### src/rtl/motor_ramp_sched_pkg.sv
// Shared types for the motor ramp scheduler: velocity type, FSM states, hold width.
package motor_sched_pkg;

  typedef logic signed [31:0] vel_t;

  typedef enum logic [1:0] {
    IDLE = 2'd0,
    RAMP = 2'd1,
    HOLD = 2'd2,
    STOP = 2'd3
  } sched_state_e;

  localparam int unsigned HOLD_W = 16;

endpackage

### src/rtl/motor_ramp_sched_ramp_step.sv
// ramp_step: one rate-limited step of cur toward tgt, at most step_i per call.
module ramp_step
  import motor_sched_pkg::*;
(
  input  vel_t        cur_i,
  input  vel_t        tgt_i,
  input  logic [31:0] step_i,
  output vel_t        nxt_o
);

  logic signed [32:0] diff;
  logic        [32:0] mag;

  always_comb begin
    diff  = $signed({tgt_i[31], tgt_i}) - $signed({cur_i[31], cur_i});
    mag   = diff[32] ? 33'(-diff) : 33'(diff);
    nxt_o = tgt_i;
    // Once |diff| exceeds the step, cur +/- step lies strictly between cur and tgt,
    // so the 32-bit result cannot wrap.
    if (mag > {1'b0, step_i}) begin
      if (diff[32]) nxt_o = vel_t'(cur_i - step_i);
      else          nxt_o = vel_t'(cur_i + step_i);
    end
  end

endmodule

### src/rtl/motor_ramp_sched.sv
// motor_ramp_sched: accepts drive segments and slews both wheel targets at a bounded rate per tick.
// Optional watchdog auto-stop is built only when MOTOR_RAMP_WDOG_EN is defined.
module motor_ramp_sched
  import motor_sched_pkg::*;
#(
  parameter int unsigned CLK_FREQ   = 200_000_000,
  parameter int unsigned TICK_HZ    = 1000,
  parameter int unsigned STEP       = 16,
  parameter int unsigned ESTOP_STEP = 64,
  parameter int unsigned WDOG_TICKS = 500
) (
  input  logic              clk,
  input  logic              rstn,
  input  logic              cmd_valid,
  output logic              cmd_ready,
  input  logic [31:0]       cmd_r_v,
  input  logic [31:0]       cmd_l_v,
  input  logic [HOLD_W-1:0] cmd_hold,
  input  logic              estop,
  output logic [31:0]       r_target_rot_v,
  output logic [31:0]       l_target_rot_v,
  output logic              seg_done,
  output logic [1:0]        state,
  output logic              wdog_trip
);

  localparam int unsigned TICK_CYCLES = CLK_FREQ / TICK_HZ;
  localparam int unsigned TCW         = $clog2(TICK_CYCLES);

  logic [TCW-1:0]    tick_cnt_q;
  logic              tick;
  logic              accept;
  logic              at_tgt;
  logic              wdog_fire;
  logic [31:0]       step_sel;
  sched_state_e      state_q, state_d;
  vel_t              cur_r_q, cur_r_d, cur_l_q, cur_l_d;
  vel_t              tgt_r_q, tgt_r_d, tgt_l_q, tgt_l_d;
  vel_t              nxt_r, nxt_l;
  logic [HOLD_W-1:0] hold_q, hold_d, hold_cnt_q, hold_cnt_d;
  logic              seg_done_q, seg_done_d;

  assign tick      = (tick_cnt_q == TCW'(TICK_CYCLES - 1));
  assign cmd_ready = ((state_q == IDLE) || (state_q == HOLD)) && !estop;
  assign accept    = cmd_valid && cmd_ready;
  assign step_sel  = (state_q == STOP) ? ESTOP_STEP : STEP;
  assign at_tgt    = (nxt_r == tgt_r_q) && (nxt_l == tgt_l_q);

  ramp_step u_step_r (.cur_i(cur_r_q), .tgt_i(tgt_r_q), .step_i(step_sel), .nxt_o(nxt_r));
  ramp_step u_step_l (.cur_i(cur_l_q), .tgt_i(tgt_l_q), .step_i(step_sel), .nxt_o(nxt_l));

  always_comb begin
    state_d    = state_q;
    cur_r_d    = cur_r_q;
    cur_l_d    = cur_l_q;
    tgt_r_d    = tgt_r_q;
    tgt_l_d    = tgt_l_q;
    hold_d     = hold_q;
    hold_cnt_d = hold_cnt_q;
    seg_done_d = 1'b0;
    if (estop) begin
      // Stepping only starts once STOP is the registered state.
      if ((state_q == STOP) && tick) begin
        cur_r_d = nxt_r;
        cur_l_d = nxt_l;
      end
      state_d = STOP;
      tgt_r_d = '0;
      tgt_l_d = '0;
      hold_d  = '0;
    end else if (accept) begin
      state_d    = RAMP;
      tgt_r_d    = cmd_r_v;
      tgt_l_d    = cmd_l_v;
      hold_d     = cmd_hold;
      hold_cnt_d = '0;
    end else if (wdog_fire) begin
      state_d = RAMP;
      tgt_r_d = '0;
      tgt_l_d = '0;
      hold_d  = '0;
    end else begin
      unique case (state_q)
        RAMP: if (tick) begin
          cur_r_d = nxt_r;
          cur_l_d = nxt_l;
          if (at_tgt) begin
            if (hold_q == '0) begin
              state_d    = IDLE;
              seg_done_d = 1'b1;
            end else begin
              state_d    = HOLD;
              hold_cnt_d = '0;
            end
          end
        end
        HOLD: if (tick) begin
          hold_cnt_d = hold_cnt_q + 1'b1;
          if ((hold_cnt_q + 1'b1) == hold_q) begin
            state_d = RAMP;
            tgt_r_d = '0;
            tgt_l_d = '0;
            hold_d  = '0;
          end
        end
        STOP: begin
          if (tick) begin
            cur_r_d = nxt_r;
            cur_l_d = nxt_l;
          end
          if ((cur_r_q == '0) && (cur_l_q == '0)) state_d = IDLE;
        end
        default: ;
      endcase
    end
  end

  always_ff @(posedge clk or negedge rstn) begin
    if (!rstn) begin
      tick_cnt_q <= '0;
      state_q    <= IDLE;
      cur_r_q    <= '0;
      cur_l_q    <= '0;
      tgt_r_q    <= '0;
      tgt_l_q    <= '0;
      hold_q     <= '0;
      hold_cnt_q <= '0;
      seg_done_q <= 1'b0;
    end else begin
      tick_cnt_q <= tick ? '0 : tick_cnt_q + 1'b1;
      state_q    <= state_d;
      cur_r_q    <= cur_r_d;
      cur_l_q    <= cur_l_d;
      tgt_r_q    <= tgt_r_d;
      tgt_l_q    <= tgt_l_d;
      hold_q     <= hold_d;
      hold_cnt_q <= hold_cnt_d;
      seg_done_q <= seg_done_d;
    end
  end

`ifdef MOTOR_RAMP_WDOG_EN
  localparam int unsigned WDW = $clog2(WDOG_TICKS + 1);

  logic [WDW-1:0] wdog_cnt_q, wdog_cnt_d;
  logic           wdog_arm;
  logic           wdog_trip_q;

  // Counts idle ticks spent at a nonzero speed; any accepted command restarts it.
  assign wdog_arm  = ((state_q == IDLE) || (state_q == HOLD)) &&
                     ((cur_r_q != '0) || (cur_l_q != '0));
  assign wdog_fire = wdog_arm && tick && (wdog_cnt_q == WDW'(WDOG_TICKS - 1));

  always_comb begin
    wdog_cnt_d = wdog_cnt_q;
    if (estop || accept || !wdog_arm || wdog_fire) wdog_cnt_d = '0;
    else if (tick)                                  wdog_cnt_d = wdog_cnt_q + 1'b1;
  end

  always_ff @(posedge clk or negedge rstn) begin
    if (!rstn) begin
      wdog_cnt_q  <= '0;
      wdog_trip_q <= 1'b0;
    end else begin
      wdog_cnt_q  <= wdog_cnt_d;
      wdog_trip_q <= wdog_fire && !estop && !accept;
    end
  end

  assign wdog_trip = wdog_trip_q;
`else
  logic unused_wdog;
  assign unused_wdog = ^WDOG_TICKS;
  assign wdog_fire   = 1'b0;
  assign wdog_trip   = 1'b0;
`endif

  assign r_target_rot_v = cur_r_q;
  assign l_target_rot_v = cur_l_q;
  assign seg_done       = seg_done_q;
  assign state          = state_q;

endmodule
### config.mk
export PLATFORM = sky130hd
export DESIGN_NAME = motor_ramp_sched
export DESIGN_NICKNAME = d
export VERILOG_FILES = /design/src/rtl/motor_ramp_sched_pkg.sv /design/src/rtl/motor_ramp_sched_ramp_step.sv /design/src/rtl/motor_ramp_sched.sv
export SDC_FILE = /design/constraint.sdc
export NUM_CORES = 1
export LEC_CHECK = 0
export CAP_MARGIN = 40
export CORE_AREA = 3 3 195 197
export CTS_CLUSTER_SIZE = 16
export DETAILED_ROUTE_END_ITERATION = 10
export DIE_AREA = 0 0 198 200
export DONT_BUFFER_PORTS = 1
export GPL_TIMING_DRIVEN = 0
export MAX_ROUTING_LAYER = met4
export SYNTH_ARGS = -nofsm -noshare
export SYNTH_HDL_FRONTEND = slang
export SYNTH_SLANG_ARGS = --single-unit
### constraint.sdc
create_clock -name clk -period 7.7 [get_ports clk]
set_input_delay 0.385 -clock clk [delete_from_list [all_inputs] [get_ports clk]]
set_output_delay 0.385 -clock clk [all_outputs]
set_load 0.02 [all_outputs]
==> results.md, run 1 <==
| Parameter | This run |
|---|---|
| DR WL/cell | 21.9 um |
| Number of placed instances, taps included | 2716 |
| Number of global-route vias before repair | 16200 |
| Final Max Tran Viols | 0 |
| Total Die Area | 0.0396 mm^2 |
| Count of buffers inserted at the top-level ports | 0 |
| Post-synth ARST share | 1.00 |
| Placeable core region | 0.0364 mm^2 |
| Number of remaining DRC errors | 0 |
| Number of detailed-route iterations in the first pass | 5 |
| Destination of the worst register-to-register timing path | state[1] |
| Post-synthesis cell count | 2241 |
| Total half-perimeter wirelength after legalization and detailed placement | 47100 um |
| Data required time at the worst endpoint | 8070 ps |
| Routed Wire Length | 60100 um |
| Combinational family with the most area after synthesis | compound AO/OA/AOI/OAI gates |
| Post-CTS clock slew at the launch and capture registers of the worst setup and hold paths | 90 ps |
| Filler Cell Count | 3555 |
| Number of enable flip-flop cells after synthesis | 0 |
| Final antenna-violating net count | 0 |
| Max VDD drop | 270 uV |
| Xor/xnor cell area share of the yosys netlist | 0.0980 |
| TritonCTS Sinks | 181 |
| Total power after layout | 1.90 mW |
| Largest net degree at the start of global routing | 182 |
| End of the critical path | state[1] |
| Source-to-sink clock delay at the later pin of the worst-skew pair | 490 ps |
| Number of library cell types mapped by synthesis | 92 |
| Number of antenna violations at the first check in global routing | 0 |
| Leading cell type in the layout, fill and taps excluded | nand2_1 |
| Non-filler cells, final | 2750 |
| Number of design-rule violations left by the first detailed-router iteration | 1402 |
| Post-place instance area | 0.0188 mm^2 |
| Setup crit start | r_target_rot_v[15] |
| Largest area contributor in the synthesized netlist | dfrtp_1 |
| Power per unit of standard cell area | 97.0 mW/mm^2 |
| Root buf cell | clkbuf_16 |
| Clock tree skew after final layout | 19.3 ps |
| CP Buf/Inv Count | 5 |
| Worst min-delay path category | in -> reg |
| Antenna fix cells | 0 |
| Max-cap check violation count | 0 |
| Mapped cell area | 0.0181 mm^2 |
| Synth Area in Simple Gates | 0.211 |
| Cell mode on critical path | a21o_1 |
| Max frequency | 136 MHz |
| Avg Vias per Cell | 6.33 |
| Register-to-register setup slack | 320 ps |
| Worst Path Class, Setup | reg -> reg |
| Total global-route track usage | 0.308 |
| Category of the worst setup path launch point | flip-flop |
| Number of rows created at floorplan | 70 |
| TritonCTS Buffers | 17 |
| Total number of vias | 17400 |
| Combined flip-flop and latch cell area | 0.00455 mm^2 |
| Global-route wire length before repair | 92600 um |
| Critical path endpoint category | flip-flop |
| Proportion of layout cells with a drive suffix above 1 | 0.0684 |
| Area share of fa/ha/maj cells after synthesis | 0.0918 |
| Compound-Gate Fraction of Synth Area | 0.266 |
| Final-stage net count | 2486 |
| Area of all placed cells without fillers | 0.0196 mm^2 |
| Clock tree buffer depth | 2 |
| Multiplexer area fraction after synthesis | 0.0358 |
| Transition time at the pin with the least slew margin | 1090 ps |
| Final Hold Violating Endpoints | 0 |
| Ys Warns | 0 |
| Startpoint of the worst hold path | cmd_r_v[13] |
| Cell types with the largest area share after synthesis | dfrtp_1 (25%), ha_1 (9.0%), xnor2_1 (5.9%), o21ai_0 (4.2%), nand2_1 (4.1%) |
| Post-route minimum period | 7380 ps |
| Area added between synthesis and finish | 8.07% |
| TritonCTS clock tree | yes |
| Seq/Total Area, Yosys | 0.250 |
| Reg-to-reg startpoint | r_target_rot_v[15] |
| Number of synthesized register bits | 181 |
| Highest net fanout along the worst path | 33 |
| Part of the cycle the worst path needs | 0.958 |
| Main synth FF type | dfrtp_1 |
| Cell count along the critical path | 27 |
| Residual overflow from global routing | 0 |
| Cells on worst reg2reg path | 27 |
| Core Util, Final | 0.538 |
| Delay of the slowest cell on the worst path | 510 ps |
| Top cell family by delay on the critical path | compound AO/OA/AOI/OAI gates |
| Slowest CP cell | a2111oi_1 |
| Post-Synthesis Mean Instance Area | 8.10 um^2 |
| Headroom to the max-slew limit | 0.276 |
| Chip Width | 198 um |
| Count of pins on the block boundary | 153 |
| Standby leakage power | 9.26 nW |
| Commonest cells after routing, fill and taps aside | nand2_1 (196), dfrtp_1 (168), nor2_1 (153) |
| DIE HEIGHT | 200 um |
| Nets in the synthesized netlist | 2457 |
| Crit path DAT | 7750 ps |
| Area share of the largest cell type after synthesis | 0.250 |
| Endpoints failing setup | 0 |
| Starting density of the core | 0.498 |
| Count of H-tree levels built during CTS | 4 |
| Area occupied by multi-input gates | 0.0129 mm^2 |
| Status | completed |
| Final weighted congestion of routability-driven global placement | 0.952 |
==> worst min-delay path by stage <==
stage          cells after the start                 to
6_report                           1        tgt_r_q[13]
3_5_place_dp                       0  r_target_rot_v[8]
2_1_floorplan                      0      hold_cnt_q[0]
3_3_place_gp                       0         tgt_r_q[8]
5_1_grt                            1        tgt_r_q[13]
4_1_cts                            1        tgt_r_q[13]
==> metal layers <==
metal / track usage / routed length (um)
met3: 0.0592 / 4000
met1: 0.448 / 29700
met4: 0.0682 / 1040
met2: 0.443 / 25400
met5: - / 0
==> through the flow <==
step           setup TNS (ps)  hold slack (ps)  setup slack (ps)
2_1_floorplan               0             89.4               883
4_1_cts                     0             9.69              29.1
5_1_grt                 -1260             12.4             -99.9
3_5_place_dp           -24390             96.2             -1340
6_report                    0             24.7               322
3_3_place_gp           -35520             94.7             -1710
==> power by group <==
| part | total [mW] | internal [mW] | switching, mW |
|---|---|---|---|
| Combinational | 0.0349 | 0.00473 | 0.0302 |
| Sequential | 0.950 | 0.950 | 0.000000000000178 |
| Clock | 0.917 | 0.460 | 0.458 |
==> kinds of logic after synthesis <==
logic type	Yosys count
fa+ha+maj	132
flops	181
simple gates	744
compound gates	696
mux	63
other cells	1
xor+xnor	203
buf+inv	221
==> synthesized netlist by cell type (48+ instances only) <==
| cell type | n |
|---|---|
| a21o_1 | 54 |
| a21oi_1 | 133 |
| a22o_1 | 82 |
| clkbuf_1 | 80 |
| dfrtp_1 | 181 |
| ha_1 | 130 |
| inv_1 | 120 |
| mux2i_1 | 48 |
| nand2_1 | 196 |
| nand3_1 | 52 |
| nor2_1 | 153 |
| nor3_1 | 54 |
| o21ai_0 | 152 |
| xnor2_1 | 123 |
| xor2_1 | 80 |
==> cell type report <==
type | count | share of cell area
clock buffer | 17 | 0.0217
inverter | 121 | 0.0233
timing repair buffer | 17 | 0.00836
tap | 468 | 0.0299
sequential | 181 | 0.232
clock inverter | 14 | 0.00836
multi-input combinational | 1839 | 0.656
buffer | 93 | 0.0208
==> repair_timing <==
item | CTS | global route
cloned | 0 | 0
setup endpoints to repair | 29 | 19
hold buffers | 2 | 0
resized for setup | 24 | 24
endpoints found under the hold margin | 181 | 0
setup buffers | 1 | 6
pin swaps | 1 | 3
==> sequential cells by signal, summed over array words and instances, names as in the netlist <==
register        cells
seg_done            1
hold_q             16
tgt_r_q            32
hold_cnt_q         16
tick_cnt_q         18
tgt_l_q            32
r_target_rot_v     32
state               2
l_target_rot_v     32
==> worst reg2reg max path, stage by stage, from the launching register on <==
cell and delay, ps:
dfrtp_2 490, inv_1 70, ha_1 280, clkbuf_1 290, nand2_1 190, nor4_1 350
o211a_1 290, o211ai_1 180, a2bb2oi_4 340, clkinvlp_4 160, clkbuf_8 270, ha_1 400
a21o_1 220, a21o_1 190, a21o_1 270, o21ai_0 370, nand4_1 180, a31oi_1 300
xnor2_1 200, xor2_1 110, a2111oi_1 510, nand4_1 200, nor4_2 360, nor3_1 130
a31oi_4 280, buf_6 190, o21bai_1 100, a221o_1 360
Note: power is estimated with default switching activity, not from simulation.
==> run 2, diff against run 1 <==
- clock period: 7.7 -> 9.3 ns (I/O delays scaled with it)
==> run 2 against run 1 <==
Effect of this change: the flow now finishes with violations (negative hold slack); wire length fell by 0.40%; first-iteration DRC count rose by 2.0%; final cell count barely moved; largest cell class unchanged; clock power fell by 17%; highest routed layer unchanged; non-clock buffer count fell by 1; register-to-register slack improved by 40 ps; sequential cell count did not move; sequential power fell by 17%.
==> results.md, run 2 (synthesis gave the netlist of run 1 again) <==
| Parameter | This run |
|---|---|
| Status | finished with violations |
| Failing checks | negative hold slack |
| Count of H-tree levels built during CTS | 4 |
| Final-stage net count | 2485 |
| M1 GR Usage | 0.448 |
| Critical path endpoint category | flip-flop |
| Highest net fanout along the worst path | 33 |
| Post-route minimum period | 8930 ps |
| Clock tree skew after final layout | 17.2 ps |
| Fraction of power consumed by the clock network | 0.483 |
| Total half-perimeter wirelength after legalization and detailed placement | 47100 um |
| Root buf cell | clkbuf_16 |
| Max VDD drop | 226 uV |
| Highest-utilization routing layer at the global route stage | met1 |
| TritonCTS Buffers | 17 |
| Data required time at the worst endpoint | 9670 ps |
| Final weighted congestion of routability-driven global placement | 0.952 |
| Total Die Area | 0.0396 mm^2 |
| Standby leakage power | 9.22 nW |
| Final Max Tran Viols | 0 |
| Delay of the slowest cell on the worst path | 730 ps |
| Clock tree buffer depth | 2 |
| Residual overflow from global routing | 0 |
| Worst hold-check slack | -66.2 ps |
| Number of antenna violations at the first check in global routing | 0 |
| Met2 routing resource usage after global routing | 0.441 |
| Proportion of layout cells with a drive suffix above 1 | 0.0513 |
| Headroom to the max-slew limit | 0.269 |
| Starting density of the core | 0.498 |
| Non-filler cells, final | 2749 |
| Number of detailed-route iterations in the first pass | 5 |
| Count of pins on the block boundary | 153 |
| Category of the worst setup path launch point | flip-flop |
| Core Util, Final | 0.534 |
| Final antenna-violating net count | 0 |
| Crit path DAT | 9300 ps |
| Total number of vias | 17400 |
| Net switching power figure | 403 uW |
| Switching part of the total | 0.256 |
| Worst min-delay path category | in -> async |
| Total global-route track usage | 0.307 |
| Max frequency | 112 MHz |
| Leading cell type in the layout, fill and taps excluded | nand2_1 |
| Internal power contribution | 1.17 mW |
| Endpoints failing setup | 0 |
| Seq pwr share | 0.500 |
| DR WL/cell | 21.8 um |
| Final Hold Violating Endpoints | 48 |
| Number of remaining DRC errors | 0 |
| Combinational Power Share | 0.018 |
| Worst setup timing slack at the placement stage | 264 ps |
| Source-to-sink clock delay at the later pin of the worst-skew pair | 490 ps |
| Commonest cells after routing, fill and taps aside | nand2_1 (196), dfrtp_1 (180), nor2_1 (153) |
| Power per unit of standard cell area | 81.0 mW/mm^2 |
| Area added between synthesis and finish | 7.13% |
| Avg Vias per Cell | 6.33 |
| Final setup slack of the worst path | 366 ps |
| Worst Path Class, Setup | reg -> reg |
| Part of the cycle the worst path needs | 0.961 |
| DIE HEIGHT | 200 um |
| Slowest CP cell | nor4_1 |
| Met3 demand-to-capacity share in global routing | 0.0592 |
| Chip Width | 198 um |
| Global-route wire length before repair | 92500 um |
| TritonCTS Sinks | 181 |
| Largest net degree at the start of global routing | 182 |
| Number of rows created at floorplan | 70 |
| TritonCTS clock tree | yes |
| Antenna fix cells | 0 |
| Max-cap check violation count | 0 |
| Placeable core region | 0.0364 mm^2 |
| Routed Wire Length | 59900 um |
| Setup repair after global routing missed its margin | no |
| Number of global-route vias before repair | 16100 |
| Count of buffers inserted at the top-level ports | 0 |
| Number of design-rule violations left by the first detailed-router iteration | 1430 |
| Transition time at the pin with the least slew margin | 1100 ps |
| Post-CTS clock slew at the launch and capture registers of the worst setup and hold paths | 90 ps |
| Setup Total Neg Slack | 0 ps |
| Number of placed instances, taps included | 2716 |
-- run 2: cell count changes in the layout (fill, tap and decap cells not counted), moves of 3 or more --
cell | before | now
clkbuf_2 | 4 | 1
a2111oi_0 | 4 | 7
nor4_1 | 43 | 46
clkbuf_1 | 67 | 78
nor4_2 | 4 | 1
buf_4 | 9 | 2
a21oi_1 | 130 | 133
dfrtp_2 | 13 | 1
dfrtp_1 | 168 | 180
-- run 2: metal layers --
layer,share of wire,up-vias
met3,0.070,56
met2,0.42,540
met5,0,-
met1,0.49,8372
li1,-,8439
met4,0.018,0
-- run 2: what timing repair did --
item | in CTS | in global routing
hold endpoints to repair | 181 | 0
setup buffers | 0 | 0
gates resized for setup | 0 | 4
hold buffers | 1 | 0
setup endpoints to repair | 0 | 19
-- run 2: final timing paths --
kind,from,end,slack (ps),cells past startpoint
worst max-delay path,r_target_rot_v[14],state[1],370,26
worst min-delay path,rstn,r_target_rot_v[2],-70,1
worst max register to register,r_target_rot_v[14],state[1],370,26
worst min register to register,tick_cnt_q[0],tick_cnt_q[0],490,1
max in group asynchronous,rstn,tgt_l_q[18],8420,1
min in group clk,cmd_r_v[13],tgt_r_q[13],110,1
-- run 2: area by class of cell --
cell class	count	area (um^2)
plain buffers	100	413
clock buffers	17	425
multi-input cells	1839	12800
flip-flops and latches	181	4530
inverters	121	454
fillers	3567	17000
clock inverters	14	164
well taps	468	586
repair buffers	9	101
-- run 2: power by group through the flow --
stage	Sequential, mW	Combinational, mW	Clock [mW]
2_1_floorplan	0.802	0.00734	0
3_3_place_gp	0.802	0.0116	0
3_5_place_dp	0.802	0.0119	0
4_1_cts	0.786	0.0296	0.776
5_1_grt	0.786	0.0325	0.810
6_report	0.786	0.0282	0.760
-- run 2: per-stage QoR --
stage / hold slack [ps] / total power [mW] / area (um^2)
2_1_floorplan: 169 / 0.809 / 18100
6_report: -66.2 / 1.57 / 19400
5_1_grt: 52.2 / 1.63 / 19400
3_3_place_gp: 175 / 0.814 / 18700
4_1_cts: 69.7 / 1.59 / 19400
3_5_place_dp: 176 / 0.814 / 18800
-- run 2: worst max-delay path: cells and delay by family, from the launching register on --
| family | cells | cell delay [ps] |
|---|---|---|
| fa+ha+maj | 2 | 890 |
| compound gates | 7 | 1940 |
| simple gates | 10 | 2850 |
| xor+xnor | 1 | 660 |
| flops | 1 | 560 |
| buf+inv | 6 | 1870 |
